**config.mk**
```make
export PLATFORM = sky130hd
export DESIGN_NAME = bp_lce_mem_pkt_arbiter
export DESIGN_NICKNAME = d
export VERILOG_FILES = /design/src/rtl/bp_lce_mem_pkt_arbiter_pkg.sv /design/src/rtl/bp_lce_mem_pkt_arbiter_starve_cnt.sv /design/src/rtl/bp_lce_mem_pkt_arbiter.sv
export SDC_FILE = /design/constraint.sdc
export NUM_CORES = 1
export LEC_CHECK = 0
export BUFFER_PORTS_ARGS = -buffer_cell sky130_fd_sc_hd__clkbuf_2
export CORE_MARGIN = 5
export CORE_UTILIZATION = 30
export CTS_CLUSTER_DIAMETER = 150
export DETAILED_ROUTE_END_ITERATION = 6
export GPL_ROUTABILITY_DRIVEN = 0
export GPL_TIMING_DRIVEN = 0
export PLACE_DENSITY = 0.54
export SYNTH_ARGS = -nofsm -noshare
export SYNTH_HDL_FRONTEND = slang
export SYNTH_SLANG_ARGS = --single-unit
```
**constraint.sdc**
```tcl
create_clock -name clk_i -period 5.4 [get_ports clk_i]
set_clock_uncertainty 0.2 [all_clocks]
set_input_delay 0.81 -clock clk_i [delete_from_list [all_inputs] [get_ports clk_i]]
set_output_delay 0.81 -clock clk_i [all_outputs]
set_load 0.05 [all_outputs]
```
**src/rtl/bp_lce_mem_pkt_arbiter_pkg.sv**
```systemverilog
// Shared grant encoding and sizing helper for the LCE mem-packet arbiter.
// The grant encoding doubles as the one-hot {cmd,fill} owner_o debug value.
package bp_lce_mem_pkt_arbiter_pkg;

  typedef enum logic [1:0] {
    e_grant_none = 2'b00,
    e_grant_fill = 2'b01,
    e_grant_cmd  = 2'b10
  } bp_lce_grant_e;

  localparam int unsigned starve_limit_default_lp = 8;

  // Width needed to hold 0..limit; a limit below 1 is invalid, so clamp to one bit.
  function automatic int unsigned starve_cnt_width(input int unsigned limit);
    if (limit < 32'd1) begin
      return 32'd1;
    end else begin
      return $clog2(limit + 32'd1);
    end
  endfunction

endpackage

```
**src/rtl/bp_lce_mem_pkt_arbiter_starve_cnt.sv**
```systemverilog
// Saturating up/clear counter with asynchronous active-low reset.
// Clear wins over up; the count parks at max_val_p until cleared.
module bp_lce_mem_pkt_arbiter_starve_cnt
  import bp_lce_mem_pkt_arbiter_pkg::*;
  #(parameter int unsigned max_val_p = starve_limit_default_lp
   ,parameter int unsigned width_p   = starve_cnt_width(max_val_p))
  (input  logic               clk_i
  ,input  logic               reset_n_i
  ,input  logic               clear_i
  ,input  logic               up_i
  ,output logic [width_p-1:0] count_o
  ,output logic               sat_o
  );

  localparam logic [width_p-1:0] max_lp = width_p'(max_val_p);

  logic [width_p-1:0] count_d, count_q;

  // Next count: clear, saturating increment, or hold.
  always_comb begin
    count_d = count_q;
    if (clear_i) begin
      count_d = '0;
    end else if (up_i && (count_q != max_lp)) begin
      count_d = count_q + width_p'(1'b1);
    end else begin
      count_d = count_q;
    end
  end

  // Count register.
  always_ff @(posedge clk_i or negedge reset_n_i) begin
    if (!reset_n_i) begin
      count_q <= '0;
    end else begin
      count_q <= count_d;
    end
  end

  assign count_o = count_q;
  assign sat_o   = (count_q == max_lp);

endmodule

```
**src/rtl/bp_lce_mem_pkt_arbiter.sv**
```systemverilog
// Shares the cache tag/data mem-packet ports between the LCE Fill and Command
// engines: zero-latency forwarding, ownership lock across multi-packet transactions.
module bp_lce_mem_pkt_arbiter
  import bp_lce_mem_pkt_arbiter_pkg::*;
  #(parameter int unsigned tag_pkt_width_p  = 0
   ,parameter int unsigned data_pkt_width_p = 0
   ,parameter int unsigned starve_limit_p   = starve_limit_default_lp
   ,localparam int unsigned tag_w_lp  = (tag_pkt_width_p  == 0) ? 1 : tag_pkt_width_p
   ,localparam int unsigned data_w_lp = (data_pkt_width_p == 0) ? 1 : data_pkt_width_p
   ,localparam int unsigned starve_w_lp = starve_cnt_width(starve_limit_p))
  (input  logic                 clk_i
  ,input  logic                 reset_n_i

  ,input  logic                 fill_tag_v_i
  ,input  logic [tag_w_lp-1:0]  fill_tag_i
  ,input  logic                 fill_tag_last_i
  ,output logic                 fill_tag_yumi_o
  ,input  logic                 fill_data_v_i
  ,input  logic [data_w_lp-1:0] fill_data_i
  ,input  logic                 fill_data_last_i
  ,output logic                 fill_data_yumi_o

  ,input  logic                 cmd_tag_v_i
  ,input  logic [tag_w_lp-1:0]  cmd_tag_i
  ,input  logic                 cmd_tag_last_i
  ,output logic                 cmd_tag_yumi_o
  ,input  logic                 cmd_data_v_i
  ,input  logic [data_w_lp-1:0] cmd_data_i
  ,input  logic                 cmd_data_last_i
  ,output logic                 cmd_data_yumi_o

  ,output logic                 tag_mem_pkt_v_o
  ,output logic [tag_w_lp-1:0]  tag_mem_pkt_o
  ,input  logic                 tag_mem_pkt_yumi_i
  ,output logic                 data_mem_pkt_v_o
  ,output logic [data_w_lp-1:0] data_mem_pkt_o
  ,input  logic                 data_mem_pkt_yumi_i

  ,output logic [1:0]           owner_o
  );

  typedef enum logic [1:0] {
    e_idle      = 2'b00,
    e_fill_lock = 2'b01,
    e_cmd_lock  = 2'b10
  } state_e;

  state_e        state_d, state_q;
  bp_lce_grant_e grant_s;

  logic                 fill_any_v_s, cmd_any_v_s;
  logic                 starve_sat_s;
  logic [starve_w_lp-1:0] starve_cnt_s;
  logic                 tag_v_s, data_v_s, tag_last_s, data_last_s;
  logic [tag_w_lp-1:0]  tag_pkt_s;
  logic [data_w_lp-1:0] data_pkt_s;
  logic                 tag_acc_s, data_acc_s, any_acc_s, release_s;
  logic                 cmd_yumi_s;

  assign fill_any_v_s = fill_tag_v_i | fill_data_v_i;
  assign cmd_any_v_s  = cmd_tag_v_i  | cmd_data_v_i;

  // Winner selection; reset forces no grant so every output drops with it.
  always_comb begin
    grant_s = e_grant_none;
    if (!reset_n_i) begin
      grant_s = e_grant_none;
    end else begin
      case (state_q)
        e_fill_lock: grant_s = e_grant_fill;
        e_cmd_lock:  grant_s = e_grant_cmd;
        e_idle: begin
          if (starve_sat_s && cmd_any_v_s) begin
            grant_s = e_grant_cmd;
          end else if (fill_any_v_s) begin
            grant_s = e_grant_fill;
          end else if (cmd_any_v_s) begin
            grant_s = e_grant_cmd;
          end else begin
            grant_s = e_grant_none;
          end
        end
        default: grant_s = e_grant_none;
      endcase
    end
  end

  // Zero-latency mux of the winner's packets; nothing from the loser leaks through.
  always_comb begin
    tag_v_s     = 1'b0;
    tag_pkt_s   = '0;
    tag_last_s  = 1'b0;
    data_v_s    = 1'b0;
    data_pkt_s  = '0;
    data_last_s = 1'b0;
    case (grant_s)
      e_grant_fill: begin
        tag_v_s     = fill_tag_v_i;
        tag_pkt_s   = fill_tag_i;
        tag_last_s  = fill_tag_last_i;
        data_v_s    = fill_data_v_i;
        data_pkt_s  = fill_data_i;
        data_last_s = fill_data_last_i;
      end
      e_grant_cmd: begin
        tag_v_s     = cmd_tag_v_i;
        tag_pkt_s   = cmd_tag_i;
        tag_last_s  = cmd_tag_last_i;
        data_v_s    = cmd_data_v_i;
        data_pkt_s  = cmd_data_i;
        data_last_s = cmd_data_last_i;
      end
      default: begin
        tag_v_s     = 1'b0;
        tag_pkt_s   = '0;
        tag_last_s  = 1'b0;
        data_v_s    = 1'b0;
        data_pkt_s  = '0;
        data_last_s = 1'b0;
      end
    endcase
  end

  // A cache yumi without a matching valid is ignored.
  assign tag_acc_s  = tag_v_s  & tag_mem_pkt_yumi_i;
  assign data_acc_s = data_v_s & data_mem_pkt_yumi_i;
  assign any_acc_s  = tag_acc_s | data_acc_s;
  assign release_s  = (tag_acc_s & tag_last_s) | (data_acc_s & data_last_s);

  assign tag_mem_pkt_v_o  = tag_v_s;
  assign tag_mem_pkt_o    = tag_pkt_s;
  assign data_mem_pkt_v_o = data_v_s;
  assign data_mem_pkt_o   = data_pkt_s;

  assign fill_tag_yumi_o  = tag_acc_s  & (grant_s == e_grant_fill);
  assign fill_data_yumi_o = data_acc_s & (grant_s == e_grant_fill);
  assign cmd_tag_yumi_o   = tag_acc_s  & (grant_s == e_grant_cmd);
  assign cmd_data_yumi_o  = data_acc_s & (grant_s == e_grant_cmd);
  assign cmd_yumi_s       = cmd_tag_yumi_o | cmd_data_yumi_o;

  assign owner_o = grant_s;

  // Ownership: lock on a non-final acceptance, release on any accepted last.
  always_comb begin
    state_d = state_q;
    case (state_q)
      e_idle: begin
        if (any_acc_s && !release_s) begin
          case (grant_s)
            e_grant_fill: state_d = e_fill_lock;
            e_grant_cmd:  state_d = e_cmd_lock;
            default:      state_d = e_idle;
          endcase
        end else begin
          state_d = e_idle;
        end
      end
      e_fill_lock, e_cmd_lock: begin
        if (release_s) begin
          state_d = e_idle;
        end else begin
          state_d = state_q;
        end
      end
      default: state_d = e_idle;
    endcase
  end

  // State register.
  always_ff @(posedge clk_i or negedge reset_n_i) begin
    if (!reset_n_i) begin
      state_q <= e_idle;
    end else begin
      state_q <= state_d;
    end
  end

  bp_lce_mem_pkt_arbiter_starve_cnt
   #(.max_val_p(starve_limit_p)
    ,.width_p  (starve_w_lp))
   starve_cnt
    (.clk_i    (clk_i)
    ,.reset_n_i(reset_n_i)
    ,.clear_i  (cmd_yumi_s)
    ,.up_i     (cmd_any_v_s & ~cmd_yumi_s)
    ,.count_o  (starve_cnt_s)
    ,.sat_o    (starve_sat_s)
    );

endmodule

```
==> key figures <==
Status
  – Outcome: finished clean

Timing
  – Setup TNS: 0 ns
  – Slew headroom: 74.4%
  – Final worst path period share: 69.2%
  – Final hold vios: 0
  – Fin. max-slew vios: 0
  – Final critical-path required period: 3.74 ns
  – FMAX: 268 MHz
  – Final setup fails: 0
  – RSZ-0062 raised after global routing: no
  – Slew @ Worst Pin: 0.380 ns

Routing
  – Routed WL per cell: 11.7 um
  – Vias: 554
  – DR pass1 iterations: 4
  – Final WL: 1420 um
  – DRC Markers: 0
  – Avg Vias per Cell: 4.54
  – 1st-iter DRT viols: 7
  – Antenna Nets Post-Route: 0

Power and ir drop
  – Pint: 0.000144 W
  – Sw Share: 44.0%
  – Seq pwr share: 29.3%
  – Switch Pwr: 0.000113 W
  – PwrDens: 321 mW/mm2
  – Worst vdd ir: 133 uV
  – Leakage: 0.398 nW
  – Comb power frac: 54.9%
  – Clock power share: 15.8%
  – Total power: 0.000257 W

Floorplanning
  – Die ar.: 0.00307 mm2
  – Row count: 16
  – Die X: 55.4 um
  – Die Span Y: 55.4 um
  – Initial Util: 31.6%
  – Core area: 0.00196 mm2
  – I/O pin count: 26

Global routing
  – Total congestion overflow: 0
  – Vias in the first global route: 568
  – Total GRT Usage: 9.85%
  – Initial antenna violation count: 0
  – First-pass GRT wire length: 2540 um
  – Largest net degree at the start of global routing: 11

Placement
  – I/O Buffers: 25
  – Detailed placement HPWL: 1210 um

CTS
  – Hold-fix buffers at CTS: 0
  – Setup bufs post-CTS: 0
  – Post-CTS sizing: 0
  – Root Driver: clkbuf_4
  – H-tree depth: 1
  – Clock tree buffer depth: 2
  – CTS tree: yes
  – Clock Latency Late Sink: 0.24 ns
  – CTS Buf Count: 3
  – Clock sink count: 6
  – Reg clk slew, reported paths: 0.05 ns

Yosys
  – #FFs+latches synth: 6
  – Syn nets: 88
  – Mapped cell area: 619 um2
  – Synth warnings: 0
  – Syn Area/Cell: 9.24 um2
  – Sequential fraction of the synthesis area: 24.2%
  – Cell count after synthesis: 67
  – Synth unique cells: 30

Hold path
  – Worst hold path type: input port to asynchronous set/reset pin

Layout
  – Area Growth Syn to Fin: 29.3%
  – Nets@finish: 118
  – Antenna diodes: 0
  – Most common cell after layout, fill and taps aside: clkbuf_2
  – Filler Cell Count: 225
  – Layout cells sized above 1: 44.2%
  – Reg area: 150 um2
  – Area occupied by multi-input gates: 428 um2
  – Most frequent cells in the layout: 25 x clkbuf_2, 10 x nor2_1, 6 x dfrtp_1

Run
  – Max cap viols: 0

Worst setup path
  – Endpoint class of the critical path: output pin
  – Max stage delay cell, worst path: and4bb_2
  – Critical path class: input port to output pin
  – Slowest cell delay on critical path: 0.29 ns
  – Worst setup SP type: input port
  – Crit path cell chain: clkbuf_2, nor2_1, and4bb_2, o21a_1, ha_1, buf_6, a22oi_4, nor2_1, and3_2, clkbuf_2
  – Critical Path RT: 4.39 ns
  – Worst-path fanout max: 10
  – CP arrival: 2.73 ns
[registers in the layout, summed over array words and instances (netlist names)]
register	count
starve_cnt.count_o	4
state_q	2
[layer usage]
| layer | GRT usage [%] | vias up | wire length, um |
|---|---|---|---|
| li1 | - | 303 | - |
| met1 | 13.7 | 240 | 690 |
| met2 | 14.4 | 11 | 685 |
| met3 | 2.33 | 0 | 46 |
| met4 | 4.17 | 0 | 0 |
| met5 | 0 | - | 0 |
[through the flow]
stage	setup WS [ns]	area [um2]	util (%)	std cells	hold WS, ns
2_1_floorplan	1.02	619	-	67	0.314
3_3_place_gp	1.68	778	39.7	119	0.357
3_5_place_dp	1.64	778	39.7	119	0.361
4_1_cts	1.65	801	40.8	122	0.204
5_1_grt	1.44	801	40.8	122	0.221
6_report	1.66	801	40.8	122	0.210
[cells in the mapped netlist, drive strengths merged]
cell	n	share of area, %
nor3	1	0.81
o221ai	1	1.4
buf	2	3.6
a31o	1	1.4
nand2	2	1.2
nand3b	2	2.4
dfrtp	6	24
a21oi	3	3.0
nor2	11	7.1
o21ai	5	4.0
mux2i	1	1.6
and4bb	1	2.0
nand3	1	0.81
o32ai	1	4.4
a22oi	5	11
ha	5	10
inv	5	3.0
nand4b	2	2.8
a22o	1	1.6
and3	4	4.6
nand2b	1	1.4
o21a	2	2.4
and2	1	1.4
or3	1	1.0
xor2	1	1.4
xnor2	1	1.4
[path summary, 6_finish.rpt]
| path | end | cells past startpoint | slack, ns | start |
|---|---|---|---|---|
| setup / recovery | cmd_data_yumi_o | 10 | 1.66 | cmd_data_v_i |
| hold / removal | state_q[1] | 1 | 0.21 | reset_n_i |
| setup reg to reg | starve_cnt.count_o[1] | 11 | 2.75 | starve_cnt.count_o[0] |
| hold reg to reg | starve_cnt.count_o[3] | 2 | 0.37 | starve_cnt.count_o[3] |
| max in group asynchronous | starve_cnt.count_o[0] | 1 | 4.60 | reset_n_i |
| min in group clk_i | starve_cnt.count_o[3] | 2 | 0.37 | starve_cnt.count_o[3] |
[cell families after synthesis]
kind of cell	count (synthesis)	share of synthesized area [%]
and+or+nand+nor	27	25.7
AOI/OAI and AO/OA	19	28.9
buffers and inverters	7	6.67
DFF	6	24.2
adders and majority gates	5	10.1
xor gates and xnor gates	2	2.83
muxes	1	1.62
[power groups by stage]
stage / Clock (W) / Sequential (W) / Combinational [W]
final: 0.0000407 / 0.0000754 / 0.000141
after global routing: 0.0000452 / 0.0000774 / 0.000158
after CTS: 0.0000432 / 0.0000752 / 0.000144
after detailed placement: 0 / 0.0000760 / 0.000143
after global placement: 0 / 0.0000753 / 0.000140
after floorplan: 0 / 0.0000728 / 0.000111
[area by class of cell]
type	instances	share of cell area, %
timing repair buffer	25	15.6
sequential	6	18.8
tap	27	4.22
inverter	5	2.34
clock buffer	3	2.81
multi-input combinational	54	53.4
buffer	2	2.81
[worst max-delay path, delay by kind of cell]
family | cells | cell delay, ns
AOI/OAI and AO/OA | 2 | 0.40
adders and majority gates | 1 | 0.19
buffers and inverters | 3 | 0.49
and+or+nand+nor | 4 | 0.83
(Power assumes the default switching activity.)
